`src/rtl/nes_pad_poller.sv`:
```
// NES game-pad poller: periodically latches the pad, shifts in the eight button bits
// and publishes them as controller_data, raising a level interrupt held until acknowledged.
module nes_pad_poller #(
    parameter int unsigned POLL_PERIOD = 416667,
    parameter int unsigned HALF_BIT    = 150,
    parameter bit          INT_ON_ALL  = 1'b0
) (
    input  logic       clk,
    input  logic       rst,
    input  logic       data_in,
    output logic       latch_out,
    output logic       clk_out,
    output logic [7:0] controller_data,
    output logic       int_out,
    input  logic       int_ack,
    output logic       busy
);

    localparam int unsigned CW = (POLL_PERIOD > 1) ? $clog2(POLL_PERIOD) : 1;
    localparam int unsigned PW = $clog2(2 * HALF_BIT);

    localparam logic [CW-1:0] POLL_LAST  = CW'(POLL_PERIOD - 1);
    localparam logic [PW-1:0] UNIT_LAST  = PW'(HALF_BIT - 1);
    localparam logic [PW-1:0] LATCH_LAST = PW'(2 * HALF_BIT - 1);

    localparam logic [2:0] S_IDLE   = 3'd0;
    localparam logic [2:0] S_LATCH  = 3'd1;
    localparam logic [2:0] S_WAIT0  = 3'd2;
    localparam logic [2:0] S_CLK_HI = 3'd3;
    localparam logic [2:0] S_CLK_LO = 3'd4;
    localparam logic [2:0] S_DONE   = 3'd5;

    logic [CW-1:0] poll_cnt;
    logic          poll_tick;
    logic [1:0]    sync_q;
    logic          sample;
    logic [2:0]    state;
    logic [2:0]    next_state;
    logic [PW-1:0] phase;
    logic          phase_clr;
    logic          sample_en;
    logic          unit_end;
    logic [2:0]    bit_idx;
    logic [7:0]    shreg;
    logic          int_set;

    // NOTE: reset value is 1 so an idle (released) data line reads as "not pressed".
    always_ff @(posedge clk or posedge rst) begin
        if (rst) begin
            sync_q <= 2'b11;
        end else begin
            sync_q <= {sync_q[0], data_in};
        end
    end

    assign sample = ~sync_q[1];

    always_ff @(posedge clk or posedge rst) begin
        if (rst) begin
            poll_cnt <= '0;
        end else if (poll_tick) begin
            poll_cnt <= '0;
        end else begin
            poll_cnt <= poll_cnt + 1'b1;
        end
    end

    assign poll_tick = (poll_cnt == POLL_LAST);
    assign unit_end  = (phase == UNIT_LAST);

    // NOTE: every output of this block gets a default first, so no latches are inferred.
    always_comb begin
        next_state = state;
        phase_clr  = 1'b0;
        sample_en  = 1'b0;
        case (state)
            S_IDLE: begin
                if (poll_tick) begin
                    next_state = S_LATCH;
                    phase_clr  = 1'b1;
                end
            end
            S_LATCH: begin
                if (phase == LATCH_LAST) begin
                    next_state = S_WAIT0;
                    phase_clr  = 1'b1;
                end
            end
            S_WAIT0: begin
                if (unit_end) begin
                    next_state = S_CLK_HI;
                    phase_clr  = 1'b1;
                    sample_en  = 1'b1;
                end
            end
            S_CLK_HI: begin
                if (unit_end) begin
                    next_state = S_CLK_LO;
                    phase_clr  = 1'b1;
                end
            end
            S_CLK_LO: begin
                if (unit_end) begin
                    next_state = (bit_idx == 3'd7) ? S_DONE : S_CLK_HI;
                    phase_clr  = 1'b1;
                    sample_en  = 1'b1;
                end
            end
            S_DONE: begin
                next_state = S_IDLE;
                phase_clr  = 1'b1;
            end
            default: begin
                next_state = S_IDLE;
                phase_clr  = 1'b1;
            end
        endcase
    end

    assign int_set = (state == S_DONE) && (INT_ON_ALL || (shreg != controller_data));

    // NOTE: sequential state uses non-blocking assignments only, so every flop sees pre-edge values.
    always_ff @(posedge clk or posedge rst) begin
        if (rst) begin
            state     <= S_IDLE;
            phase     <= '0;
            latch_out <= 1'b0;
            clk_out   <= 1'b0;
        end else begin
            state     <= next_state;
            phase     <= (phase_clr || state == S_IDLE) ? '0 : phase + 1'b1;
            latch_out <= (next_state == S_LATCH);
            clk_out   <= (next_state == S_CLK_HI);
        end
    end

    // bit_idx is zeroed at frame start so WAIT0 lands the first bit in shreg[0].
    always_ff @(posedge clk or posedge rst) begin
        if (rst) begin
            bit_idx <= '0;
            shreg   <= '0;
        end else begin
            if (state == S_IDLE && poll_tick) begin
                bit_idx <= '0;
            end else if (sample_en && bit_idx != 3'd7) begin
                bit_idx <= bit_idx + 3'd1;
            end
            if (sample_en) begin
                shreg[bit_idx] <= sample;
            end
        end
    end

    // A new interrupt in DONE wins over a simultaneous acknowledge.
    always_ff @(posedge clk or posedge rst) begin
        if (rst) begin
            controller_data <= '0;
            int_out         <= 1'b0;
        end else begin
            if (state == S_DONE) begin
                controller_data <= shreg;
            end
            if (int_set) begin
                int_out <= 1'b1;
            end else if (int_ack) begin
                int_out <= 1'b0;
            end
        end
    end

    assign busy = (state != S_IDLE);

endmodule

```
`config.mk`:
```
export PLATFORM = sky130hd
export DESIGN_NAME = nes_pad_poller
export DESIGN_NICKNAME = d
export VERILOG_FILES = /design/src/rtl/nes_pad_poller.sv
export SDC_FILE = /design/constraint.sdc
export NUM_CORES = 1
export LEC_CHECK = 0
export CORE_AREA = 2 2 92 94
export CTS_CLUSTER_SIZE = 28
export DETAILED_ROUTE_END_ITERATION = 10
export DIE_AREA = 0 0 94 96
export PLACE_DENSITY = 0.61
export SETUP_SLACK_MARGIN = 0.05
export SYNTH_ARGS = -nofsm -noshare
export SYNTH_HDL_FRONTEND = slang
export SYNTH_SLANG_ARGS = --single-unit
```
`constraint.sdc`:
```
create_clock -name clk -period 2.05 [get_ports clk]
set_input_delay 0.41 -clock clk [delete_from_list [all_inputs] [get_ports clk]]
set_output_delay 0.41 -clock clk [all_outputs]
set_load 0.01 [all_outputs]
```
==> results of run 1 <==
==> synth_stat cells (2+ instances only) <==
cell	instances
sky130_fd_sc_hd__a21oi_1	5
sky130_fd_sc_hd__a31oi_1	2
sky130_fd_sc_hd__and3_1	3
sky130_fd_sc_hd__buf_2	3
sky130_fd_sc_hd__clkbuf_1	3
sky130_fd_sc_hd__dfrtp_1	53
sky130_fd_sc_hd__dfstp_2	2
sky130_fd_sc_hd__ha_1	6
sky130_fd_sc_hd__inv_1	15
sky130_fd_sc_hd__mux2_2	3
sky130_fd_sc_hd__mux2i_1	6
sky130_fd_sc_hd__nand2_1	21
sky130_fd_sc_hd__nand2b_1	3
sky130_fd_sc_hd__nand3_1	12
sky130_fd_sc_hd__nand3b_1	4
sky130_fd_sc_hd__nand4_1	5
sky130_fd_sc_hd__nand4b_1	2
sky130_fd_sc_hd__nor2_1	34
sky130_fd_sc_hd__nor3_1	7
sky130_fd_sc_hd__nor3b_2	2
sky130_fd_sc_hd__o21ai_0	8
sky130_fd_sc_hd__o31ai_1	3
sky130_fd_sc_hd__or4_4	2
sky130_fd_sc_hd__xnor2_1	23
sky130_fd_sc_hd__xor2_1	8
==> cell families after synthesis <==
logic type | count (synthesis)
AOI/OAI and AO/OA | 29
buffers and inverters | 23
and+or+nand+nor | 109
DFF | 55
xor gates and xnor gates | 31
adders and majority gates | 6
muxes | 9
==> cell usage in the layout, fill, tap and decap left out, drive strengths merged, types with 2 or more instances in the layout <==
cell / synthesis / final
o31ai: 4 / 4
a31oi: 2 / 2
dfstp: 2 / 2
nor4b: 2 / 2
or4: 2 / 2
nand2b: 3 / 3
inv: 15 / 16
nand3b: 5 / 5
nor3: 7 / 7
nand2: 21 / 21
nor3b: 4 / 4
nand3: 13 / 13
and3: 3 / 3
mux2: 3 / 3
xor2: 8 / 8
nor2: 35 / 35
a21oi: 6 / 6
clkdlybuf4s50: 0 / 14
buf: 5 / 19
o21ai: 8 / 8
ha: 6 / 6
nand4b: 3 / 3
clkinvlp: 0 / 2
clkbuf: 3 / 5
mux2i: 6 / 6
dfrtp: 53 / 53
nand4: 5 / 5
xnor2: 23 / 23
==> power by group through the flow <==
stage | clock network, W | registers (W) | logic, W
after CTS | 0.000640 | 0.00109 | 0.0000369
after global routing | 0.000682 | 0.00109 | 0.0000411
after global placement | 0 | 0.00111 | 0.0000366
final | 0.000615 | 0.00109 | 0.0000345
after floorplan | 0 | 0.00111 | 0.0000179
after detailed placement | 0 | 0.00111 | 0.0000368
==> cell type report <==
type | instances | area (um^2) | area share (%)
Sequential cell | 55 | 1380 | 41.9
Clock inverter | 3 | 23.8 | 0.721
Multi-Input combinational cell | 184 | 1320 | 39.9
Clock buffer | 5 | 68.8 | 2.09
Tap cell | 105 | 131 | 3.98
Timing Repair Buffer | 34 | 320 | 9.72
Inverter | 15 | 56.3 | 1.71
==> repair_timing <==
item,in CTS,in global routing
buffers inserted,0,10
resized for setup,2,5
cloned,0,0
hold buffers,0,0
pin swaps,0,3
setup endpoints to repair,1,15
==> sequential cells by signal, indices dropped and copies added (netlist names) <==
register and flops:
bit_idx 3, clk_out 1, controller_data 8, int_out 1, latch_out 1, phase 9, poll_cnt 19, shreg 8
state 3, sync_q 2
==> how the worst max path moves through the flow <==
stage	startpoint	endpoint	slack [ns]
after floorplan	rst	bit_idx[0]$_DFFE_PP0P_	0.30
after global placement	poll_cnt[0]$_DFF_PP0_	latch_out$_DFF_PP0_	0.16
after detailed placement	poll_cnt[0]$_DFF_PP0_	latch_out$_DFF_PP0_	0.13
after CTS	state[0]$_DFF_PP0_	busy	0.05
after global routing	phase[0]$_DFF_PP0_	phase[3]$_DFF_PP0_	0.08
final	phase[3]$_DFF_PP0_	clk_out$_DFF_PP0_	0.20
==> metal layers <==
metal / GRT usage (%) / share of wire, % / vias to the layer above / wire [um]
met2: 21.0 / 49 / 24 / 2510
met3: 2.43 / 2.9 / 7 / 151
met4: 3.62 / 1.1 / 0 / 56
met5: 0 / 0 / - / 0
met1: 16.7 / 47 / 951 / 2440
li1: - / - / 963 / -
==> per-stage QoR <==
stage	area, um^2	instances
after floorplan	2770	262
after global placement	3090	383
after detailed placement	3090	383
after CTS	3190	391
after global routing	3300	401
final	3300	401
==> flow_summary.json, run 1 <==
{
  "worstPathArrival_ns": 2.05,
  "synth-edff-count": 0,
  "fin_util_pct": 40.9,
  "max_stage_delay_ns": 0.47,
  "average_vias_per_placed_instance": 4.85,
  "worst_path_buffer_plus_inverter_count": 0,
  "post-layout-total-power_w": 0.00174,
  "critPathCaptureType": "flip-flop",
  "grt_start_max_net_pins": 21,
  "yosysWarnings": 0,
  "floorplan.initialDensity_pct": 34.3,
  "power_switching_share_pct": 22.7,
  "die-height_um": 96,
  "most_instantiated_flip_flop_cell_in_the_synthesis_netlist": "sky130_fd_sc_hd__dfrtp_1",
  "hp-class": "reg -> reg",
  "timing.critical_path.cells": "nor4b_4, nand4b_2, o2bb2a_4, a31o_2, a21boi_4",
  "antennaDiodeCount": 0,
  "setup.worst_path.start_class": "flip-flop",
  "final_period_minus_worst_setup_slack_ns": 1.85,
  "critical-path-slowest-cell": "sky130_fd_sc_hd__dfrtp_1",
  "clock_power_share_pct": 35.3,
  "internal_power_w": 0.00134,
  "synth_largest_area_cell": "sky130_fd_sc_hd__dfrtp_1",
  "cellPowerDensity_nw_per_um2": 528,
  "placeableCoreArea_um2": 8050,
  "setup_tns_ns": 0,
  "cts-root-buf": "sky130_fd_sc_hd__clkbuf_8",
  "grt_pass1_vias": 1912,
  "p_switching_w": 0.000396,
  "vias": 1945,
  "synth-simple-area-share_pct": 22.5,
  "proportion_of_synthesized_chip_area_in_sequential_cells_pct": 49.9,
  "grt_antenna_before_repair": 0,
  "all_layer_global_routing_usage_pct": 12.6,
  "design.portCount": 16,
  "critical_path_class": "reg -> reg",
  "synth_top_area_share_pct": 48.0,
  "post_synth_fa_ha_maj_area_fraction_pct": 2.71,
  "slew-limit-headroom_pct": 69.0,
  "final_layout_size_suffix_gt1_share_pct": 18.9,
  "gpl.final_weighted_congestion": 0.796,
  "rr_worst_depth": 5,
  "postSynthRegisterBits": 55,
  "crit-reg2reg-launch": "phase[3]$_DFF_PP0_",
  "cp_top_family": "compound AO/OA/AOI/OAI gates",
  "initialDrtViolationCount": 89,
  "comb_power_share_pct": 2.0,
  "finalWorstSetupSlack_ns": 0.203,
  "die-width_um": 94,
  "flow.area_growth_from_synthesis_pct": 19.2,
  "synth.avg_cell_area_um2": 10.6,
  "totalWireLength_mm": 5.16,
  "p_leak_nw": 1.40,
  "setup_viol": 0,
  "fin_worst_skew_ns": 0.0140,
  "nNetsFinal": 305,
  "synthesis.instances": 262,
  "clk_pin_slew_worst_paths_ns": 0.10,
  "synth_area_um2": 2770,
  "netlist_top_cells_area": "sky130_fd_sc_hd__dfrtp_1 48%, sky130_fd_sc_hd__xnor2_1 7.3%, sky130_fd_sc_hd__nor2_1 4.6%",
  "synth.lib_cells_used.distinct": 52,
  "cts-buffers-inserted": 5,
  "synth.net_count": 272,
  "die_area_um2": 9020,
  "unrepaired_setup_endpoints_after_global_routing": "no",
  "synth_top_family_by_area": "simple AND/OR/NAND/NOR gates",
  "floorplan.rows": 33,
  "ys_async_rst_share_pct": 100,
  "clock_tree.htree_level_count": 2,
  "seqPwrFrac_pct": 62.7,
  "drc": 0,
  "holdWs_ns": 0.360,
  "first_pass_grt_wire_length_mm": 8.86,
  "vdd_ir_drop_max_v": 0.000327,
  "r2r-end": "clk_out$_DFF_PP0_",
  "cts_tree": "yes",
  "hold_path_end": "sync_q[1]$_DFF_PP1_",
  "worst-r2r-setup-slack_ns": 0.20,
  "fmax_ghz": 0.541,
  "tritoncts_num_sinks": 55,
  "n_fill_cell": 801,
  "period_share_pct": 90.1,
  "cp_num_cells": 5,
  "worst-endpoint-required_ns": 2.25,
  "maxCapViolations": 0,
  "grt.overflow.total": 0,
  "worst_pin_slew_ns": 0.464,
  "clock_path_buffers": 2,
  "clock_latency_at_the_later_pin_of_the_worst_skew_pair_ns": 0.32,
  "synthXorXnorAreaFrac_pct": 9.82,
  "dp_hpwl_mm": 3.66,
  "holdPathStages": 0,
  "timing_hold_violations_final": 0,
  "wire_per_inst_um": 12.9,
  "outcome": "finished, final reports clean",
  "worst_hold_startpoint": "sync_q[0]$_DFF_PP1_",
  "final-max-slew-violation-count": 0,
  "dr.pass1.iters": 4,
  "ant_nets": 0,
  "synth.area.mux_share_pct": 3.39,
  "synth_compound_area_share_pct": 8.28,
  "placement.io_buffers": 15,
  "crit_fanout": 8,
  "detailedPlace.worstSlack_ns": 0.132
}
No activity file was read; power rests on OpenSTA's default activity.
==> run 2: changes to the inputs <==
--- a/config.mk
+++ b/config.mk
@@ -11,6 +11,7 @@
 export DIE_AREA = 0 0 94 96
 export PLACE_DENSITY = 0.61
 export SETUP_SLACK_MARGIN = 0.05
+export SKIP_LAST_GASP = 1
 export SYNTH_ARGS = -nofsm -noshare
 export SYNTH_HDL_FRONTEND = slang
 export SYNTH_SLANG_ARGS = --single-unit
==> results of run 2 <==
The final DEF is identical to that of run 1; final timing and power are the same.
==> run 3: changes to the inputs <==
--- a/config.mk
+++ b/config.mk
@@ -5,10 +5,10 @@
 export SDC_FILE = /design/constraint.sdc
 export NUM_CORES = 1
 export LEC_CHECK = 0
-export CORE_AREA = 2 2 92 94
+export CORE_AREA = 2 2 97 90
 export CTS_CLUSTER_SIZE = 28
 export DETAILED_ROUTE_END_ITERATION = 10
-export DIE_AREA = 0 0 94 96
+export DIE_AREA = 0 0 99 92
 export PLACE_DENSITY = 0.61
 export SETUP_SLACK_MARGIN = 0.05
 export SKIP_LAST_GASP = 1
==> run 3 against run 2 <==
  * Maximum frequency decreased by 1.4%
  * Global-route usage shrank 0.98 points
  * Non-clock buffer count fell by 11
  * First-iteration DRC count shrank 18%
  * Via count down 4.3%
  * Sequential cell count did not move
  * Power is 6.7% higher
  * Worst hold slack improved by 0.0016 ns
  * Largest power group unchanged
  * Combinational power decreased by 4%
  * Critical path depth rose by 2
  * Critical endpoint unchanged
  * Sequential power hardly changed
  * Worst setup slack worse by 0.027 ns
==> flow_summary.json, run 3 (synthesis gave the netlist of run 1 again) <==
{
  "cts_tree": "yes",
  "reg_top3": "poll_cnt (19), phase (9)",
  "clock_power_share_pct": 39.5,
  "grt_util_met1_pct": 17.2,
  "design.portCount": 16,
  "worst-endpoint-required_ns": 2.30,
  "grt_start_max_net_pins": 30,
  "nNetsFinal": 294,
  "flow.area_growth_from_synthesis_pct": 16.0,
  "die_area_um2": 9110,
  "power_switching_share_pct": 21.2,
  "p_leak_nw": 1.36,
  "average_vias_per_placed_instance": 4.81,
  "final-max-slew-violation-count": 0,
  "crit_fanout": 5,
  "floorplan.initialDensity_pct": 33.7,
  "vias": 1861,
  "cts-root-buf": "sky130_fd_sc_hd__clkbuf_8",
  "setup.worst_path.start_class": "flip-flop",
  "fmax_ghz": 0.534,
  "gr-usage-met3_pct": 2.52,
  "placeableCoreArea_um2": 8210,
  "registers.top_by_ff_count": "poll_cnt",
  "antennaDiodeCount": 0,
  "clock_tree.htree_level_count": 2,
  "grt_pass1_vias": 1787,
  "clock_latency_at_the_later_pin_of_the_worst_skew_pair_ns": 0.31,
  "placement.io_buffers": 15,
  "all_layer_global_routing_usage_pct": 11.6,
  "drc": 0,
  "vdd_ir_drop_max_v": 0.000262,
  "internal_power_w": 0.00146,
  "setup_tns_ns": 0,
  "hp-class": "reg -> reg",
  "timing_hold_violations_final": 0,
  "comb_power_share_pct": 1.8,
  "cts-buffers-inserted": 5,
  "cellPowerDensity_nw_per_um2": 579,
  "totalWireLength_mm": 4.86,
  "unrepaired_setup_endpoints_after_global_routing": "no",
  "gpl.final_weighted_congestion": 0.782,
  "worstPathArrival_ns": 2.12,
  "slew-limit-headroom_pct": 67.3,
  "critical_path_class": "reg -> reg",
  "layout.cells.most_common_list": "51 x sky130_fd_sc_hd__dfrtp_1, 34 x sky130_fd_sc_hd__nor2_1, 23 x sky130_fd_sc_hd__xnor2_1",
  "die-height_um": 92,
  "mostFrequentLayoutCell": "sky130_fd_sc_hd__dfrtp_1",
  "ant_nets": 0,
  "initialDrtViolationCount": 73,
  "dr.pass1.iters": 4,
  "critPathCaptureType": "flip-flop",
  "detailedPlace.worstSlack_ns": 0.196,
  "largest_register_ffs": 19,
  "grt_antenna_before_repair": 0,
  "die-width_um": 99,
  "maxCapViolations": 0,
  "wire_per_inst_um": 12.6,
  "final_period_minus_worst_setup_slack_ns": 1.87,
  "period_share_pct": 91.4,
  "fin_worst_skew_ns": 0.0100,
  "clock_path_buffers": 2,
  "dp_hpwl_mm": 3.51,
  "worst_pin_slew_ns": 0.489,
  "layer_with_the_highest_usage_after_global_routing": "met1",
  "seqPwrFrac_pct": 58.8,
  "p_switching_w": 0.000393,
  "grt.overflow.total": 0,
  "tritoncts_num_sinks": 55,
  "floorplan.rows": 32,
  "first_pass_grt_wire_length_mm": 8.51,
  "n_fill_cell": 805,
  "outcome": "finished, final reports clean",
  "finalWorstSetupSlack_ns": 0.176,
  "clk_pin_slew_worst_paths_ns": 0.10,
  "setup_viol": 0,
  "final_layout_size_suffix_gt1_share_pct": 15.1,
  "globalRouteMet2Util_pct": 16.9
}
[run 3: cell count changes in the layout (fill, tap and decap cells not counted), sizes merged]
| cell | before | now |
|---|---|---|
| inv | 16 | 15 |
| clkinvlp | 2 | 0 |
| buf | 19 | 8 |
| bufinv | 0 | 1 |
| clkinv | 0 | 2 |
[run 3: power groups by stage]
stage          registers, W  clock network [W]  logic [W]
6_report            0.00109           0.000732  0.0000330
4_1_cts             0.00109           0.000755  0.0000361
3_5_place_dp        0.00111                  0  0.0000364
5_1_grt             0.00109           0.000804  0.0000394
2_1_floorplan       0.00111                  0  0.0000179
3_3_place_gp        0.00111                  0  0.0000352
[run 3: per-stage QoR]
stage | total power, W | cells | util, % | instance area, um^2 | hold WS [ns]
2_1_floorplan | 0.00113 | 262 | - | 2770 | 0.345
3_3_place_gp | 0.00115 | 377 | 37.3 | 3060 | 0.347
3_5_place_dp | 0.00115 | 377 | 37.3 | 3060 | 0.348
4_1_cts | 0.00188 | 385 | 38.8 | 3190 | 0.363
5_1_grt | 0.00193 | 387 | 39.1 | 3210 | 0.370
6_report | 0.00186 | 387 | 39.1 | 3210 | 0.362
[run 3: repair_timing]
item / 4_1_cts / 5_1_grt
setup buffers: 0 / 2
setup endpoints to repair: 1 / 1
pin swaps: 1 / 0
resized for setup: 3 / 2
gates cloned: 0 / 0
hold buffers: 0 / 0
[run 3: layout make-up]
class                           count  area [um^2]  area share [%]
Timing Repair Buffer               23          225            7.02
Inverter                           15         56.3            1.76
Sequential cell                    55         1380            43.1
Clock buffer                        5         68.8            2.15
Multi-Input combinational cell    184         1300            40.7
Tap cell                          102          128            3.98
Clock inverter                      3         43.8            1.37
[run 3: final timing paths]
path                                           to                   from  cells past startpoint  slack (ns)
max                             clk_out$_DFF_PP0_  poll_cnt[0]$_DFF_PP0_                      7        0.18
min                           sync_q[1]$_DFF_PP1_    sync_q[0]$_DFF_PP1_                      0        0.36
max reg2reg                     clk_out$_DFF_PP0_  poll_cnt[0]$_DFF_PP0_                      7        0.18
min reg2reg                   sync_q[1]$_DFF_PP1_    sync_q[0]$_DFF_PP1_                      0        0.36
max in group asynchronous  poll_cnt[15]$_DFF_PP0_                    rst                      3        1.17
min in group asynchronous    shreg[5]$_DFFE_PP0P_                    rst                      2        0.38
[run 3: worst max-delay path, cell delays in order (launching register included)]
cell                       delay [ns]
sky130_fd_sc_hd__dfrtp_1         0.43
sky130_fd_sc_hd__inv_1           0.07
sky130_fd_sc_hd__ha_1            0.14
sky130_fd_sc_hd__nand2_1         0.05
sky130_fd_sc_hd__or4_4           0.53
sky130_fd_sc_hd__o221ai_1        0.23
sky130_fd_sc_hd__a31o_2          0.20
sky130_fd_sc_hd__a21boi_4        0.15
[run 3: metal layers]
layer	share of wire (%)	vias up
met2	45	19
met3	2.6	6
li1	-	942
met5	0	-
met4	1.2	0
met1	51	894
